[config.mk]
export PLATFORM = sky130hd
export DESIGN_NAME = toggle_counter
export DESIGN_NICKNAME = d
export VERILOG_FILES = /design/src/rtl/toggle_counter_pkg.sv /design/src/rtl/tff_bank.sv /design/src/rtl/toggle_counter.sv
export SDC_FILE = /design/constraint.sdc
export NUM_CORES = 1
export LEC_CHECK = 0
export ABC_AREA = 1
export CORE_AREA = 2 2 39 41
export CTS_CLUSTER_DIAMETER = 50
export CTS_CLUSTER_SIZE = 8
export DETAILED_ROUTE_END_ITERATION = 10
export DIE_AREA = 0 0 41 43
export GPL_TIMING_DRIVEN = 0
export PLACE_DENSITY = 0.53
export SYNTH_ARGS = -nofsm -noshare
export SYNTH_HDL_FRONTEND = slang
export SYNTH_SLANG_ARGS = --single-unit
[constraint.sdc]
create_clock -name clk -period 2 [get_ports clk]
set_clock_uncertainty 0.2 [all_clocks]
set_input_delay 0.4 -clock clk [delete_from_list [all_inputs] [get_ports clk]]
set_output_delay 0.4 -clock clk [all_outputs]
set_load 0.01 [all_outputs]
[src/rtl/toggle_counter_pkg.sv]
// Shared definitions for the toggle_counter block: direction encoding and the
// next-count helper used by both the counter and its reference model.
package toggle_counter_pkg;

    localparam logic DIR_UP   = 1'b1;
    localparam logic DIR_DOWN = 1'b0;

    // Next value of a modulo counter; operands are zero-extended to 32 bits.
    function automatic logic [31:0] tc_next(input logic [31:0] q,
                                            input logic        up,
                                            input logic [31:0] modulus);
        logic [31:0] nxt;
        if (up == DIR_UP)
            nxt = (q == modulus - 32'd1) ? 32'd0 : q + 32'd1;
        else
            nxt = (q == 32'd0) ? modulus - 32'd1 : q - 32'd1;
        return nxt;
    endfunction

endpackage

[src/rtl/tff_bank.sv]
// Bank of WIDTH parallel T flip-flops; each bit inverts when its toggle input
// is high at a rising clock edge.
module tff_bank #(
    parameter int WIDTH = 4
) (
    input  logic             clk,
    input  logic             reset,
    input  logic [WIDTH-1:0] t,
    output logic [WIDTH-1:0] q
);

    // NOTE: sequential state uses non-blocking (<=) so every flop samples pre-edge values.
    always_ff @(posedge clk or negedge reset) begin
        if (!reset)
            q <= '0;
        else
            q <= q ^ t;
    end

endmodule

[src/rtl/toggle_counter.sv]
// Up/down modulo counter whose count lives only in a T flip-flop bank; every
// update, including parallel load, is expressed as a toggle vector.
module toggle_counter
    import toggle_counter_pkg::*;
#(
    parameter int WIDTH   = 4,
    parameter int MODULUS = 16
) (
    input  logic             clk,
    input  logic             reset,
    input  logic             en,
    input  logic             up,
    input  logic             load,
    input  logic [WIDTH-1:0] load_val,
    output logic [WIDTH-1:0] q,
    output logic             tc,
    output logic             load_err
);

    generate
        if (WIDTH < 1 || MODULUS < 2 || longint'(MODULUS) > (longint'(1) << WIDTH)) begin : g_bad_params
            $error("toggle_counter: illegal WIDTH=%0d / MODULUS=%0d", WIDTH, MODULUS);
        end
    endgenerate

    // One extra bit so MODULUS == 2**WIDTH is representable in the load check.
    localparam logic [WIDTH:0]   MOD_EXT = (WIDTH + 1)'(MODULUS);
    localparam logic [WIDTH-1:0] MAX_Q   = WIDTH'(MODULUS - 1);

    logic [WIDTH-1:0] next_q;
    logic [WIDTH-1:0] t;
    logic             tc_d;
    logic             load_err_d;

    // NOTE: every always_comb output gets a default first so no latch is inferred.
    always_comb begin
        next_q     = q;
        tc_d       = 1'b0;
        load_err_d = 1'b0;
        if (load) begin
            if ({1'b0, load_val} < MOD_EXT)
                next_q = load_val;
            else
                load_err_d = 1'b1;
        end else if (en) begin
            next_q = WIDTH'(tc_next(32'(q), up, 32'(MODULUS)));
            tc_d   = (up == DIR_UP) ? (q == MAX_Q) : (q == '0);
        end
    end

    assign t = q ^ next_q;

    tff_bank #(.WIDTH(WIDTH)) u_bank (
        .clk   (clk),
        .reset (reset),
        .t     (t),
        .q     (q)
    );

    always_ff @(posedge clk or negedge reset) begin
        if (!reset) begin
            tc       <= 1'b0;
            load_err <= 1'b0;
        end else begin
            tc       <= tc_d;
            load_err <= load_err_d;
        end
    end

endmodule

After elaboration in Yosys (flattened, before gate mapping)
Cells that the tools add are included.
{ "word_totals": {"register_bits": 5, "inputBits": 9, "output_inout_bits": 6, "word_cells": 16} }
{ "classes": {"add_sub_neg": 2, "eq_ne": 1, "mux": 8, "bitwise_logic": 2, "n_reduce_logical": 1} }
{ "ops": {"columns": ["operator", "count"], "rows": [
  ["$mux W4", 5],
  ["$xor A4 B4 Y4", 2],
  ["$add A4 B1 Y4 const B", 1],
  ["$eq A4 B4 Y1 const B", 1],
  ["$logic_not A4 Y1", 1],
  ["$sub A4 B1 Y4 const B", 1],
  ["$mux W1", 3]
]} }

Depth between registers and ports, before layout
Gate-level depths: netlist of run 1.
{ "depth": {"ltp_word": 7, "mapped_depth": 8} }

By module
A second synthesis of run 1 with hierarchy kept.
{ "unflattened": {"hier_cells": 79, "area_unflattened_um2": 486.7} }
{ "modules_own_cells": {"columns": ["module", "n_inst", "cells_per_inst", "area_per_inst_um2"], "rows": [
  ["toggle_counter", 1, 55, 311.5],
  ["tff_bank", 1, 24, 175.2]
]} }

Worst setup path before layout of run 1
Ideal clock, no wire load.
{ "synth_path": {"kind": "reg-to-reg", "start": "reg u_bank.q[0]", "end": "reg u_bank.q[2]", "arrival_time_ps": 1246, "setup_slack_ps": 490, "path_stages_with_launch": 9, "n_path_buf": 0, "synth_period_minus_slack_ps": 1510, "path_cell_list": "dfrtp_1 > inv_1 > ha_1 > nor2_1 > nor2_1 > o21ai_1 > xor2_1 > nand2_1 > nand2_1"} }
{ "synth_between": {"elab_chain_len": 7} }
{ "synth_lines": {"columns": ["element", "line_no", "rtl"], "rows": [
  ["start: declaration", "tff_bank.sv:9", "output logic [WIDTH-1:0] q"],
  ["start signal: assignment", "tff_bank.sv:17", "q <= q ^ t;"],
  ["$sub A4 B1 Y4, or another cell as far along", "toggle_counter_pkg.sv:16", "nxt = (q == 32'd0) ? modulus - 32'd1 : q - 32'd1;"],
  ["$mux W4, on equally long branches", "toggle_counter_pkg.sv:16, toggle_counter_pkg.sv:14", null],
  ["$mux W4 *", "toggle_counter_pkg.sv:13", "if (up == DIR_UP)"],
  ["$mux W4 *", "toggle_counter.sv:45", "end else if (en) begin"],
  ["$mux W4 *", "toggle_counter.sv:40", "if (load) begin"],
  ["$xor A4 B4 Y4 *", "toggle_counter.sv:51", "assign t = q ^ next_q;"],
  ["$xor A4 B4 Y4 *", "tff_bank.sv:17", null]
]} }
Mark *: on every way between the ends. The rest lies on a longest branch, timed or not.

Final worst setup path of run 1
{ "layout_path": {"start": "reg u_bank.q[0]", "end": "out q[0]"} }
{ "layout_lines": {"columns": ["element", "line_no", "rtl"], "rows": [
  ["end: declaration", "toggle_counter.sv:15", "output logic [WIDTH-1:0] q,"]
]} }
No word-level cell between the ends.

==> impl_results.md, run 1 <==
- Warnings from Yosys: 0
- Clk buf depth: 2
- Cell taking the most area after synthesis: dfrtp_1
- First-pass GRT wire length: 1538 µm
- Most frequent cell after synthesis: nand2_1
- Global Route met2 Usage: 17.81%
- Most frequent cells after synthesis: nand2_1, a21oi_1, dfrtp_1, inv_1, nand3_1
- Port buffer count: 13
- Initial Utilization: around 28%
- CTS resizes: 0
- Reg clk slew, reported paths: 0.04 ns
- Max IR drop VDD: 485.1 µV
- Starting DRC count in detailed routing: 11
- Hold slack: 0.1798 ns
- Area grow syn2layout: 45.63%
- Post-CTS setup repair buffer count: 0
- Die H: 43 µm
- TritonCTS Buffers: 3
- Post-route design area: 563.0 µm²
- Pre-CTS setup slack: 0.2099 ns
- H-tree depth: 1
- Netlist Area Pre-Place: 386.6 µm²
- Final TNS setup: 0 ns
- Largest net degree at the start of global routing: 8
- Post-route setup slack: 0.1111 ns
- CP cell instances: clkdlybuf4s50_1
- Layout cells sized above 1: 18.57%
- Leakage: 0.2579 nW
- EDFF count, synth: 0
- Buf+Inv Stages, Crit Path: 1
- Synth unique cells: 22
- Placed Area: 536.8 µm²
- Largest cells by area after synthesis: dfrtp_1, nand2_1, a21oi_1
- Top_reg_cell synth: dfrtp_1
- Slowest stage delay, CP: 0.58 ns
- WP data required: around 1.4 ns
- Clock root buffer: clkbuf_4
- Fillers: 150
- Clock Latency Late Sink: 0.24 ns
- Post-Syn Instances: 53
- Total die area: 1763 µm²
- CP top delay family: buffers and inverters
- CTS Sinks: 5
- Finished Core Util: 40.69%
- Ports: 15
- Worst-path maximum fanout: 7
- FFs w/ async S/R, synth: 100.0%
- Via Count: around 400
- DRC: 0
- GRT busiest layer: met1
- Crit path arrival time: 1.29 ns
- Crit start category: flop
- Reg area: 125.1 µm²
- Drt first pass iters: 4
- Slew Viols, Final: 0
- Vias per cell: 4.628
- CP Class: flop to primary output
- Hold Path Class: primary input to asynchronous set/reset pin
- Post-Layout Cell Count: 86
- Detailed Route WL: 873 µm
- Mapped Avg Cell Area: 7.295 µm²
- Core outline area: 1384 µm²
- RSZ-0062 raised after global routing: no
- Nets: 82
- # hold bufs at CTS: 0
- Vias in the first global route: 367
- Drt wl/cell: a little over 10 µm
- Diodes inserted: 0
- Final setup fails: 0
- Power density over the cells: between 600 and 700 nW/µm²
- Setup crit end kind: primary output
- GR Layer Usage met1: 18.03%
- CTS tree: built
- Post-synthesis net count: between 60 and 70
- Area of the multi-input gates: 224.0 µm²
- Die width: 41 µm
- GRT met3 Usage: ~6.3%
- Dpl cells: 82
- Tot GR Track Use: 12.83%
- FMAX: 0.5294 GHz
- Total power: 0.3688 mW
- Max_cap viols: 0
- Grt total ovfl: 0
- FF-to-FF Start: u_bank.q[0]$_DFF_PN0_
- Crit path launch: u_bank.q[0]$_DFF_PN0_
- Post-route ant nets: 0
- Synth Register Bits: 5
- Routability cong.: 0.7992
- Tmin final: approximately 1.9 ns
- Final Hold Viols: 0
- Initial antenna violation count: 0
- Tcrit/Tclk final: 94.45%
- Crit path max-delay cell type: clkdlybuf4s50_1
- Status: finished clean
- Count of standard-cell rows: 14
- Post-DP HPWL: 736.2 µm
- Part of the Yosys area used for sequential elements: 32.36%
- Post-synth top area share: 32.36%
## where the power goes
group | internal (mW) | switching, mW | total, mW
sequential | 0.112 | 0.0205 | 0.133
clock | 0.0753 | 0.0393 | 0.115
combinational | 0.0631 | 0.0584 | 0.121
total | 0.251 | 0.118 | 0.369
## layer usage
metal  wire length [µm]  vias up
met5                  0        -
met4                  0        0
met3                 56        0
met2                394       12
met1                422      178
li1                   -      208
## flip-flops by register name, indices dropped and copies added (netlist names)
name      flops
tc            1
u_bank.q      4
## path summary, 6_finish.rpt
kind                                               to  slack, ns  depth (start not counted)
min in group clk                         tc$_DFF_PN0_       0.48                          2
max in group asynchronous       u_bank.q[0]$_DFF_PN0_       1.23                          1
worst min-delay path            u_bank.q[3]$_DFF_PN0_       0.18                          1
worst min register to register           tc$_DFF_PN0_       0.48                          2
worst max-delay path                             q[0]       0.11                          1
worst max register to register  u_bank.q[2]$_DFF_PN0_       0.37                          8
## logic make-up (layout without fill, tap and decap cells)
| kind of cell | Yosys count | after routing | share of synthesized area (%) |
|---|---|---|---|
| flops | 5 | 5 | 32.36 |
| compound gates | 11 | 11 | 16.83 |
| simple gates | 24 | 24 | 31.39 |
| buf+inv | 9 | 26 | 9.710 |
| xor+xnor | 1 | 1 | 2.266 |
| fa+ha+maj | 2 | 2 | 6.471 |
| other cells | 1 | 1 | 0.9699 |
## cell usage in the layout, fill, tap and decap left out
cell             instances
and2_4                   1
a21oi_1                  5
o211ai_1                 1
o22ai_1                  1
nand4_1                  1
nand3_1                  5
ha_1                     2
inv_2                    3
nand2_2                  1
clkbuf_1                 1
a211oi_1                 1
a21oi_2                  1
clkbuf_4                 3
clkdlybuf4s50_1         13
xor2_1                   1
o21ai_1                  1
conb_1                   1
nor2_1                   4
inv_1                    5
nor2_2                   1
nand3_2                  2
dfrtp_1                  5
o21ai_0                  1
buf_4                    1
nand2_1                  9
## cell type report
class,instances,share of cell area [%]
Tap cell,16,3.556
Sequential cell,5,22.22
Timing Repair Buffer,13,23.11
Inverter,8,5.333
Buffer,1,1.333
Clock buffer,4,4.667
Multi-Input combinational cell,39,39.78
No activity file was read; power rests on OpenSTA's default activity.
==> run 2, diff against run 1 <==
GPL_TIMING_DRIVEN = not set   (was 0)
==> impl_results.md, run 2 (same netlist as run 1, synthesis figures left out) <==
- Dpl cells: 81
- WP data required: around 1.4 ns
- Largest net degree at the start of global routing: 8
- Pint: 0.2493 mW
- Switching Fraction: 31.89%
- Post-route design area: 555.5 µm²
- Hold Path Class: primary input to asynchronous set/reset pin
- Crit Reg-Reg Endpoint: u_bank.q[2]$_DFF_PN0_
- Slowest stage delay, CP: approximately 0.59 ns
- Crit path arrival time: 1.31 ns
- H-tree depth: 1
- Max_cap viols: 0
- # hold bufs at CTS: 0
- Initial Utilization: 27.94%
- R2R depth: 8
- Total die area: about 1800 µm²
- Setup crit end kind: primary output
- Reg clk slew, reported paths: 0.04 ns
- Starting DRC count in detailed routing: 6
- CTS tree: built
- Post-route ant nets: 0
- Tmin final: approximately 1.9 ns
- Drt first pass iters: 4
- Vias per cell: 4.847
- Clk buf depth: 2
- FMAX: 0.5248 GHz
- Crit start category: flop
- Crit path launch: u_bank.q[2]$_DFF_PN0_
- Detailed Route WL: 851 µm
- Finished Core Util: between 40% and 50%
- CP top delay family: buffers and inverters
- Routability cong.: 0.7806
- Commonest cells after routing, fill and taps aside: clkdlybuf4s50_1, nand2_1
- Max reg flops: 4
- Final Hold Viols: 0
- Clock Latency Late Sink: 0.24 ns
- Tcrit/Tclk final: 95.28%
- Leakage: 0.2525 nW
- Levels on crit path: 1
- Port buffer count: 13
- Count of standard-cell rows: 14
- Vias in the first global route: 367
- CP cell instances: clkdlybuf4s50_1
- Slew Viols, Final: 0
- TritonCTS Buffers: 3
- Die H: 43 µm
- Combinational share of power: 32.3%
- Post-DP HPWL: slightly below 700 µm
- Buf+Inv Stages, Crit Path: 1
- Most common cell after layout, fill and taps aside: clkdlybuf4s50_1
- Via Count: 412
- Ports: 15
- Initial antenna violation count: 0
- Final TNS setup: 0 ns
- Sequential Power Share: 36.7%
- FF-to-FF Start: u_bank.q[0]$_DFF_PN0_
- Clock root buffer: clkbuf_4
- Diodes inserted: 0
- Drt wl/cell: 10.01 µm
- Post-Layout Cell Count: 85
- Nets: 81
- Worst-path maximum fanout: 7
- First-pass GRT wire length: 1421 µm
- Power density over the cells: 658.9 nW/µm²
- CP Class: flop to primary output
- Status: finished clean
- R2r setup slk: 0.37 ns
- Crit path max-delay cell type: clkdlybuf4s50_1
- Area grow syn2layout: 43.69%
- Setup crit end: q[2]
- Max IR drop VDD: approximately 660 µV
- Layout cells sized above 1: approximately 17%
- CTS resizes: 0
- Grt total ovfl: 0
- Placed Area: 529.3 µm²
- Clk pwr share: 31.0%
- RSZ-0062 raised after global routing: no
- Final setup fails: 0
- Core outline area: 1384 µm²
- CTS Sinks: 5
- Die width: 41 µm
- Post-CTS setup repair buffer count: 0
- Largest register by flop count: u_bank.q
- P_sw: between 0.1 and 0.15 mW
- DRC: 0
- Largest regs: u_bank.q: 4 flops, tc: 1 flops
- Tot GR Track Use: approximately 12%
[run 2: cell types whose count changed in the layout (fill, tap and decap cells not counted), sizes merged]
cell and change:
buf -1
[run 2: per-layer routing]
| layer | part of all wire, % | vias to the layer above | GRT usage (%) |
|---|---|---|---|
| li1 | - | 205 | - |
| met1 | 43 | 188 | 15.91 |
| met2 | 46 | 19 | 17.19 |
| met3 | 11 | 0 | 7.853 |
| met4 | 0 | 0 | 2.000 |
| met5 | 0 | - | 0 |
[run 2: final cells by class]
type,instances,area [µm²]
clock buffer,4,26.28
fill,152,828.3
inverter,8,30.03
multi-input combinational,39,224.0
sequential,5,125.1
tap,16,20.02
timing repair buffer,13,130.1
[run 2: worst min path at each step]
stage	to	slack [ns]	start	depth (start not counted)
finish	tc$_DFF_PN0_	0.18	reset	1
global route	u_bank.q[1]$_DFF_PN0_	0.19	reset	1
CTS	tc$_DFF_PN0_	0.18	reset	1
detailed placement	u_bank.q[3]$_DFF_PN0_	0.44	reset	1
global placement	tc$_DFF_PN0_	0.44	reset	1
floorplan	tc$_DFF_PN0_	-0.1	reset	0
[run 2: power groups by stage]
stage / clock (mW) / sequential [mW] / combinational, mW
6_report: 0.114 / 0.134 / 0.118
3_5_place_dp: 0 / 0.135 / 0.119
4_1_cts: 0.119 / 0.134 / 0.120
5_1_grt: 0.130 / 0.136 / 0.134
3_3_place_gp: 0 / 0.136 / 0.120
2_1_floorplan: 0 / 0.135 / 0.0645
[run 2: metrics by stage]
stage / total power, mW / hold WS, ns / setup WS [ns]
CTS: 0.3729 / 0.1784 / 0.09438
global route: 0.4005 / 0.1866 / 0.03470
finish: 0.3661 / 0.1814 / 0.09435
detailed placement: 0.2546 / 0.4382 / 0.2488
floorplan: 0.1993 / -0.09559 / 0.4896
global placement: 0.2567 / 0.4364 / 0.2323
